### src/rtl/lmac_reg_rd_initiator.sv
// lmac_reg_rd_initiator: issues burst register reads on the MAC host port and returns each word on a response channel.
// Optional WAIT_DONE timeout is built when LMAC_RDREQ_TIMEOUT_EN is defined.
module lmac_reg_rd_initiator #(
   parameter int ADDR_W         = 16,
   parameter int DATA_W         = 32,
   parameter int LEN_W          = 8,
   parameter int ADDR_STRIDE    = 4,
   parameter int GAP_CYCLES     = 1,
   parameter int TIMEOUT_CYCLES = 1024
) (
   input  logic              clk,
   input  logic              rst_n,
   input  logic              req_valid,
   output logic              req_ready,
   input  logic [ADDR_W-1:0] req_addr,
   input  logic [LEN_W-1:0]  req_len,
   output logic              rsp_valid,
   input  logic              rsp_ready,
   output logic [DATA_W-1:0] rsp_data,
   output logic              rsp_err,
   output logic              rsp_last,
   output logic              busy,
   output logic [ADDR_W-1:0] host_addr_reg,
   output logic              reg_rd_start,
   input  logic              reg_rd_done_out,
   input  logic [DATA_W-1:0] FMAC_REGDOUT
);
   typedef enum logic [2:0] {IDLE, START, WAIT_DONE, RESP, GAP} state_t;
   localparam int GW = $clog2(GAP_CYCLES + 1);

   state_t            state, state_nx;
   logic [ADDR_W-1:0] cur_addr;
   logic [LEN_W-1:0]  remaining;
   logic [GW-1:0]     gap_cnt;
   logic              done_hit, expire;

   assign done_hit = (state == WAIT_DONE) && reg_rd_done_out;

`ifdef LMAC_RDREQ_TIMEOUT_EN
   localparam int TW = $clog2(TIMEOUT_CYCLES + 1);
   logic [TW-1:0] tmo_cnt;
   // Held at zero outside WAIT_DONE, so every read starts its own count.
   always_ff @(posedge clk or negedge rst_n)
      if (!rst_n) tmo_cnt <= '0;
      else tmo_cnt <= (state == WAIT_DONE) ? tmo_cnt + 1'b1 : '0;
   assign expire = (state == WAIT_DONE) && !reg_rd_done_out && (tmo_cnt == TW'(TIMEOUT_CYCLES - 1));
`else
   assign expire = 1'b0;
`endif

   assign req_ready     = (state == IDLE);
   assign busy          = (state != IDLE);
   assign reg_rd_start  = (state == START) || (state == WAIT_DONE);
   assign rsp_valid     = (state == RESP);
   assign host_addr_reg = cur_addr;

   always_comb begin
      state_nx = state;
      case (state)
         IDLE:      if (req_valid) state_nx = START;
         START:     state_nx = WAIT_DONE;
         WAIT_DONE: if (done_hit || expire) state_nx = RESP;
         RESP:      if (rsp_ready) state_nx = rsp_last ? IDLE : GAP;
         GAP:       if (gap_cnt == GW'(GAP_CYCLES - 1)) state_nx = START;
         default:   state_nx = IDLE;
      endcase
   end

   always_ff @(posedge clk or negedge rst_n)
      if (!rst_n) begin
         state     <= IDLE;
         cur_addr  <= '0;
         remaining <= '0;
         gap_cnt   <= '0;
         rsp_data  <= '0;
         rsp_err   <= 1'b0;
         rsp_last  <= 1'b0;
      end else begin
         state   <= state_nx;
         gap_cnt <= (state == GAP) ? gap_cnt + 1'b1 : '0;
         if (state == IDLE && req_valid) begin
            cur_addr  <= req_addr;
            remaining <= req_len;
         end
         if (done_hit) begin
            rsp_data <= FMAC_REGDOUT;
            rsp_err  <= 1'b0;
            rsp_last <= (remaining == '0);
         end else if (expire) begin
            rsp_data <= {DATA_W/32{32'hDEADBEEF}};
            rsp_err  <= 1'b1;
            rsp_last <= 1'b1;
         end
         if (state == RESP && rsp_ready && !rsp_last) begin
            remaining <= remaining - 1'b1;
            cur_addr  <= cur_addr + ADDR_W'(ADDR_STRIDE);
         end
      end
endmodule
### config.mk
export PLATFORM = sky130hd
export DESIGN_NAME = lmac_reg_rd_initiator
export DESIGN_NICKNAME = d
export VERILOG_FILES = /design/src/rtl/lmac_reg_rd_initiator.sv
export SDC_FILE = /design/constraint.sdc
export NUM_CORES = 1
export LEC_CHECK = 0
export ABC_AREA = 1
export CAP_MARGIN = 20
export CORE_UTILIZATION = 40
export DETAILED_ROUTE_END_ITERATION = 8
export PLACE_DENSITY_LB_ADDON = 0.15
export SYNTH_ARGS = -nofsm -noshare
export SYNTH_HDL_FRONTEND = slang
export SYNTH_SLANG_ARGS = --single-unit
### constraint.sdc
create_clock -name clk -period 1.6 [get_ports clk]
set_clock_uncertainty 0.1 [all_clocks]
set_input_delay 0.24 -clock clk [delete_from_list [all_inputs] [get_ports clk]]
set_output_delay 0.24 -clock clk [all_outputs]
set_load 0.01 [all_outputs]
---- Word-level counts from Yosys, hierarchy flattened ----
Index checks and enable logic that the tools add are counted.
operators by class
  add/sub/neg operators ................... 3
  eq/ne operators ......................... 8
  mux-type cells .......................... 11
  reductions and logical operators ........ 11
operators with widths
  kind                                                    number
  2-to-1 mux 16 bit                                       2
  adder 16 x 3 -> 16 bit (second input constant)          1
  2-to-1 mux 8 bit                                        2
  2-to-1 mux 3 bit                                        5
  one-hot mux 3 bit (5 select lines)                      1
  zero test 8 bit                                         1
  subtractor 8 x 1 -> 8 bit (second input constant)       1
  equality test 3 x 2 -> 1 bit (second input constant)    2
  inequality test 2 bit (second input constant)           3
  logical AND 1 bit                                       4
  AND reduction 4 bit                                     1
  equality test 3 x 1 -> 1 bit (second input constant)    1
  equality test 3 bit (second input constant)             1
  zero test 3 bit                                         1
  nonzero test 3 bit                                      1
  inequality test 2 x 1 -> 1 bit (second input constant)  1
  nonzero test 2 bit                                      1
  adder 1 bit (second input constant)                     1
  zero test 1 bit                                         1
  logical OR 1 bit                                        1
  2-to-1 mux 1 bit                                        1
storage, ports and cells
  flip-flop bits (word level) ............. 61
  logic and storage cells ................. 39

---- Depth between registers and ports, before layout ----
Gate-level depths: netlist (run 1).
  depth after elaboration ................. 4
  depth in mapped cells ................... 8

---- Worst setup path before layout (run 1) ----
No wires, ideal clock.
  path type ............................... flip-flop to flip-flop
  from .................................... register cur_addr[3], in the netlist host_addr_reg[3]
  to ...................................... register cur_addr[10], in the netlist host_addr_reg[10]
  library setup time ...................... 124 ps
  arrival ................................. 1,105 ps
  slack ................................... 271 ps
  cell stages (with the launch flop) ...... 7
  period minus slack after synthesis ...... 1,329 ps
  cell sequence ........................... dfrtp_1 > ha_1 > nand2_1 > nor2_4 > nand3_1 > nand3_1 > nand3_1
between the ends
  cells in the longest elaborated chain, start to end .. 2
ends and longest elaborated chain
  item                      line  source
  start: declaration        32    logic [ADDR_W-1:0] cur_addr;
  start signal: assignment  82    cur_addr <= req_addr;
  start signal: assignment  96    cur_addr <= cur_addr + ADDR_W'(ADDR_STRIDE);
  adder 16 x 3 -> 16 bit    96
  2-to-1 mux 16 bit         94    if (state == RESP && rsp_ready && !rsp_last) begin
No other way between the ends.
A chain may end at the register's enable or synchronous reset.

---- Worst setup path after layout (run 1) ----
  from .................................... register cur_addr[13], in the netlist host_addr_reg[13]
  to ...................................... output host_addr_reg[13]
RTL lines
  item              line  source
  end: declaration  23    output logic [ADDR_W-1:0] host_addr_reg,
No word-level cell between the ends.

==> results of run 1 <==
## metrics by stage
step                instances  cell area (um2)   util  TNS (ps)
floorplan                 392             3030      -         0
global placement          616             4410  0.604     -1710
detailed placement        616             4410  0.604     -2200
CTS                       641             4700  0.644         0
global route              645             4800  0.658     -5.78
finish                    645             4800  0.658         0
## synth_stat cells
cell | count | area, um2
nand2_1 | 183 | 687
dfrtp_1 | 61 | 1530
nand3_1 | 43 | 215
inv_1 | 29 | 109
nor2_1 | 18 | 67.6
nand4_1 | 7 | 43.8
nand3b_1 | 6 | 45.0
o21ai_0 | 6 | 30.0
buf_6 | 5 | 56.3
buf_4 | 4 | 30.0
inv_2 | 4 | 15.0
buf_2 | 3 | 15.0
ha_1 | 3 | 37.5
o211ai_1 | 3 | 22.5
nand2_2 | 2 | 12.5
nand3_2 | 2 | 20.0
nor2_2 | 2 | 12.5
nor2_4 | 2 | 22.5
nor3_1 | 2 | 10.0
a21oi_1 | 1 | 5.00
a31oi_1 | 1 | 6.26
and2_1 | 1 | 6.26
conb_1 | 1 | 3.75
inv_4 | 1 | 6.26
nand2_4 | 1 | 11.3
o211ai_2 | 1 | 12.5
## repair_timing
item                                   CTS  global route
setup buffers                            8             3
cloned                                   0             1
setup endpoints to repair               28            48
pin swaps                                1             3
endpoints found under the hold margin   61             0
hold buffers                             1             0
gates resized for setup                 38            33
## power groups by stage
stage          combinational (mW)  clock (mW)  sequential, mW
5_1_grt                      4.74        1.56            2.85
3_3_place_gp                 4.08           0            2.80
2_1_floorplan                1.79           0            3.02
6_report                     4.28        1.45            2.76
3_5_place_dp                 4.16           0            2.82
4_1_cts                      4.32        1.47            2.75
## how the worst min path moves through the flow
stage	slack (ps)	end
after global placement	180	rsp_data[29]
after detailed placement	180	state[0]
after CTS	330	rsp_data[2]
after global routing	330	rsp_data[17]
after floorplan	-160	gap_cnt
final	330	state[0]
## metal layers
metal / share of wire / wire, um / track usage / vias up
met5: 0 / 0 / 0 / -
li1: - / - / - / 1530
met1: 0.43 / 3600 / 0.276 / 1414
met2: 0.49 / 4120 / 0.352 / 94
met4: 0.0081 / 68 / 0.0678 / 0
met3: 0.070 / 584 / 0.0526 / 7
## kinds of logic (layout without fill, tap and decap cells)
family,Yosys count,in the layout,share of synthesized area
adders and majority gates,3,3,0.0124
DFF,61,61,0.504
and+or+nand+nor,269,269,0.381
buffers and inverters,46,200,0.0764
other,1,1,0.00124
AOI/OAI and AO/OA,12,12,0.0252
## layout make-up
class                           instances  area (um2)
Tap cell                               99         124
Timing Repair Buffer                  149        1480
Clock buffer                           13         169
Inverter                               34         138
Fill cell                             645        2500
Clock inverter                          3        42.5
Timing Repair inverter                  1        5.00
Multi-Input combinational cell        285        1310
Sequential cell                        61        1530
==> run_results.csv, run 1 <==
group,metric,value,unit
power,clockPowerShare,0.171,
synth,syn_area,0.00303,mm2
drt,postRouteAntennaNets,0,
setup_path,slowest_stage,"clkdlybuf4s50_1",
timing,setup_viol_count_final,0,
timing,finalCritPeriodShare,0.978,
floorplanning,fp.dieH,89.0,um
cts,numCtsBuffers,9,
global_routing,grt_max_degree,62,
setup_path,cpPeakStageDelay,540,ps
timing,final_hold_viol_count,0,
placement,gp_congestion,0.857,
setup_path,cp-start-kind,"flop",
cts,clockBufferDepth,2,
power,powerDensity,1770,mW/mm2
finish,largest_reg_flops,32,
drt,firstDrtPassIters,4,
setup_path,cp_max_fo,2,
power,leakage,2.65,nW
placement,hpwl,5.88,mm
drt,viasPerCell,4.72,
worst_hold_path,hold_path.class,"in -> async",
finish,final_nets,605,
floorplanning,core_area,0.00729,mm2
finish,drive_gt1_frac,0.150,
drt,initialDrtViolationCount,109,
global_routing,grt_pass1_vias,2736,
drt,route.detailed.drc,0,
setup_path,r2r_start,"state[2]",
power,seq_power_share,0.325,
placement,portBuffers,113,
setup_path,startpoint,"host_addr_reg[13]",
drt,via_count,3045,
power,p_sw_frac,0.385,
cts,cts_tree,"yes",
floorplanning,start_util,0.415,
setup_path,endpoint,"host_addr_reg[13]",
power,p_sw,3.27,mW
finish,area_delta_synth_final,58.3,%
global_routing,antenna_found_initial,0,
timing,finalMaxSlewViolations,0,
setup_path,crit_type,"reg -> out",
setup_path,cp_data_required_time,1260,ps
power,peakVddDrop,0.771,mV
cts,clock_sinks,61,
synth,yosysSeqAreaShare,0.504,
synth,synth_cells,392,
timing,whs,327,ps
timing,setup_ws,34.5,ps
setup_path,r2r-end,"host_addr_reg[10]",
run,maxCapViolCount,0,
synth,synth-seq-cells,61,
global_routing,grt_pass1_wl,12.8,mm
finish,diodes,0,
finish,final_common_cell,"nand2_1",
setup_path,cp.depth,1,
drt,wirelength,8.37,mm
cts,htreeDepth,3,
setup_path,critPathArrivalTime,1230,ps
cts,worstSkewPairLatency,330,ps
timing,max_freq,639,MHz
power,power.share.combinational,0.504,
synth,synthesis.area_per_instance,7.73,um2
global_routing,grt_usage,0.213,
synth,syn_nets,456,
placement,pre_cts_ws,-139,ps
cts,cts-root-buf,"clkbuf_8",
floorplanning,io_pins,115,
setup_path,crit_path_end_kind,"primary output",
timing,fin_crit,1570,ps
setup_path,r2r_setup_slack,70,ps
setup_path,critical_path.cell_chain,"clkdlybuf4s50_1",
finish,final_cell_mix,"nand2_1 (181), clkdlybuf4s50_1 (72), dfrtp_1 (57)",
floorplanning,std_cell_rows,31,
setup_path,critPathTopFamily,"buffers and inverters",
drt,wl_per_cell,13.0,um
global_routing,globalRouteOverflowTotal,0,
floorplanning,die_x,89.0,um
power,p_int,5.21,mW
cts,clkSlewWorstSetupHoldPaths,70,ps
power,finalPower,8.48,mW
synth,synth_warnings,0,
setup_path,critPathBufInv,1,
run_status,status,"completed",
synth,synth_cell_types,26,
setup_path,worstRegToRegCells,8,
floorplanning,dieArea,0.00792,mm2
Power figures use the tool's default switching activity.
==> run 2: changes to the inputs <==
- CTS_CLUSTER_SIZE: unset -> 16
==> results of run 2 <==
Final layout, timing and power as in run 1 (identical DEF).
==> run 3: changes to the inputs <==
- CORE_UTILIZATION: 40 -> 44
- SLEW_MARGIN: unset -> 20
==> run_results.csv, run 3 (synthesis gave the netlist of run 1 again) <==
group,metric,value,unit
run_status,status,"finished with violations",
run_status,violations,"design-rule violations",
setup_path,cp_max_fo,2,
cts,htreeDepth,3,
setup_path,critPathTopFamily,"buffers and inverters",
global_routing,grt_max_degree,62,
setup_path,cp-start-kind,"flop",
global_routing,grt_usage,0.239,
drt,firstDrtPassIters,7,
timing,finalMaxSlewViolations,0,
timing,tns,0,ps
finish,drive_gt1_frac,0.138,
timing,setup_ws,27.1,ps
floorplanning,die_x,85.0,um
floorplanning,fp.dieH,85.0,um
placement,portBuffers,113,
drt,wl_per_cell,13.5,um
global_routing,gr-usage-met2,0.378,
finish,largest_reg_flops,32,
worst_hold_path,hold_path.class,"in -> async",
finish,diodes,0,
global_routing,grt_pass1_vias,2974,
finish,final_nets,597,
placement,gp_congestion,0.849,
cts,cts-root-buf,"clkbuf_8",
cts,clkSlewWorstSetupHoldPaths,70,ps
cts,cts_tree,"yes",
timing,max_freq,636,MHz
timing,rsz0062_at_grt,"false",
setup_path,slowest_stage,"clkdlybuf4s50_1",
drt,viasPerCell,5.09,
drt,postRouteAntennaNets,0,
setup_path,critPathArrivalTime,1230,ps
placement,pre_cts_ws,-171,ps
finish,final_cell_count_no_fill,615,
setup_path,critical_path.cell_chain,"clkdlybuf4s50_1",
placement,hpwl,5.87,mm
floorplanning,std_cell_rows,29,
global_routing,globalRouteOverflowTotal,0,
global_routing,grt.busiest_layer,"met2",
finish,final_common_cell,"nand2_1",
timing,final_hold_viol_count,0,
run,maxCapViolCount,0,
placement,postPlaceCellArea,0.00435,mm2
setup_path,cpPeakStageDelay,540,ps
drt,initialDrtViolationCount,182,
drt,via_count,3133,
global_routing,antenna_found_initial,0,
floorplanning,core_area,0.00649,mm2
floorplanning,io_pins,115,
placement,dp_cells,588,
power,leakage,2.58,nW
drt,wirelength,8.30,mm
setup_path,critPathBufInv,1,
global_routing,met1_usage,0.321,
power,peakVddDrop,1.05,mV
timing,setup_viol_count_final,0,
floorplanning,dieArea,0.00722,mm2
finish,stdcell_area,0.00472,mm2
global_routing,grt_pass1_wl,13.6,mm
setup_path,cp_data_required_time,1260,ps
finish,num-fill-cells,526,
cts,clockBufferDepth,2,
cts,numCtsBuffers,9,
global_routing,gr-usage-met3,0.0350,
setup_path,crit_path_end_kind,"primary output",
cts,worstSkewPairLatency,330,ps
finish,area_delta_synth_final,55.8,%
setup_path,crit_type,"reg -> out",
power,powerDensity,1790,mW/mm2
floorplanning,start_util,0.466,
drt,route.detailed.drc,10,
finish,final_cell_mix,"nand2_1 (181), clkdlybuf4s50_1 (73), dfrtp_1 (57)",
power,finalPower,8.44,mW
cts,clock_sinks,61,
timing,fin_crit,1570,ps
timing,finalCritPeriodShare,0.983,
## run 3: cell count changes in the layout (fill, tap and decap cells not counted), moves of 2 or more
cell / change
dlygate4sd2_1: +2
inv_4: +2
buf_4: -9
dlymetal6s2s_1: -3
## run 3: per-layer routing
layer / up-vias / wire length (um)
li1: 1520 / -
met1: 1457 / 3490
met2: 141 / 4010
met3: 15 / 645
met4: 0 / 157
met5: - / 0
## run 3: what timing repair did
action                                  4_1_cts  5_1_grt
endpoints found under the setup margin       22       62
buffers inserted                              8        2
hold endpoints to repair                     61        0
pin swaps                                     0        1
gates resized for setup                      36       30
hold buffers                                  1        0
## run 3: layout make-up
type	instances	area (um2)	share of cell area
multi-input combinational	285	1310	0.278
inverter	34	133	0.0281
tap	77	96.3	0.0204
sequential	61	1530	0.325
clock buffer	11	151	0.0321
clock inverter	5	58.8	0.0125
timing repair buffer	142	1440	0.304
## run 3: worst paths after layout
| path | from | endpoint | slack, ps | depth (start not counted) |
|---|---|---|---|---|
| worst max-delay path | host_addr_reg[9] | host_addr_reg[9] | 30 | 1 |
| worst min-delay path | rst_n | rsp_data[26] | 340 | 3 |
| worst max register to register | state[1] | remaining[1] | 80 | 6 |
| worst min register to register | gap_cnt | gap_cnt | 370 | 1 |
| max in group asynchronous | rst_n | host_addr_reg[13] | 770 | 3 |
| min in group clk | FMAC_REGDOUT[23] | rsp_data[23] | 340 | 3 |
## run 3: where the power goes
group / switching (mW) / internal (mW) / leakage (nW) / total, mW
clock: 0.619 / 0.804 / 0.102 / 1.42
combinational: 2.20 / 2.06 / 1.72 / 4.26
sequential: 0.495 / 2.27 / 0.758 / 2.76
total: 3.31 / 5.13 / 2.58 / 8.44
## run 3: stage by stage
step,util,hold slack (ps)
floorplan,-,-156
global placement,0.669,174
detailed placement,0.669,172
CTS,0.714,329
global route,0.726,343
finish,0.726,337
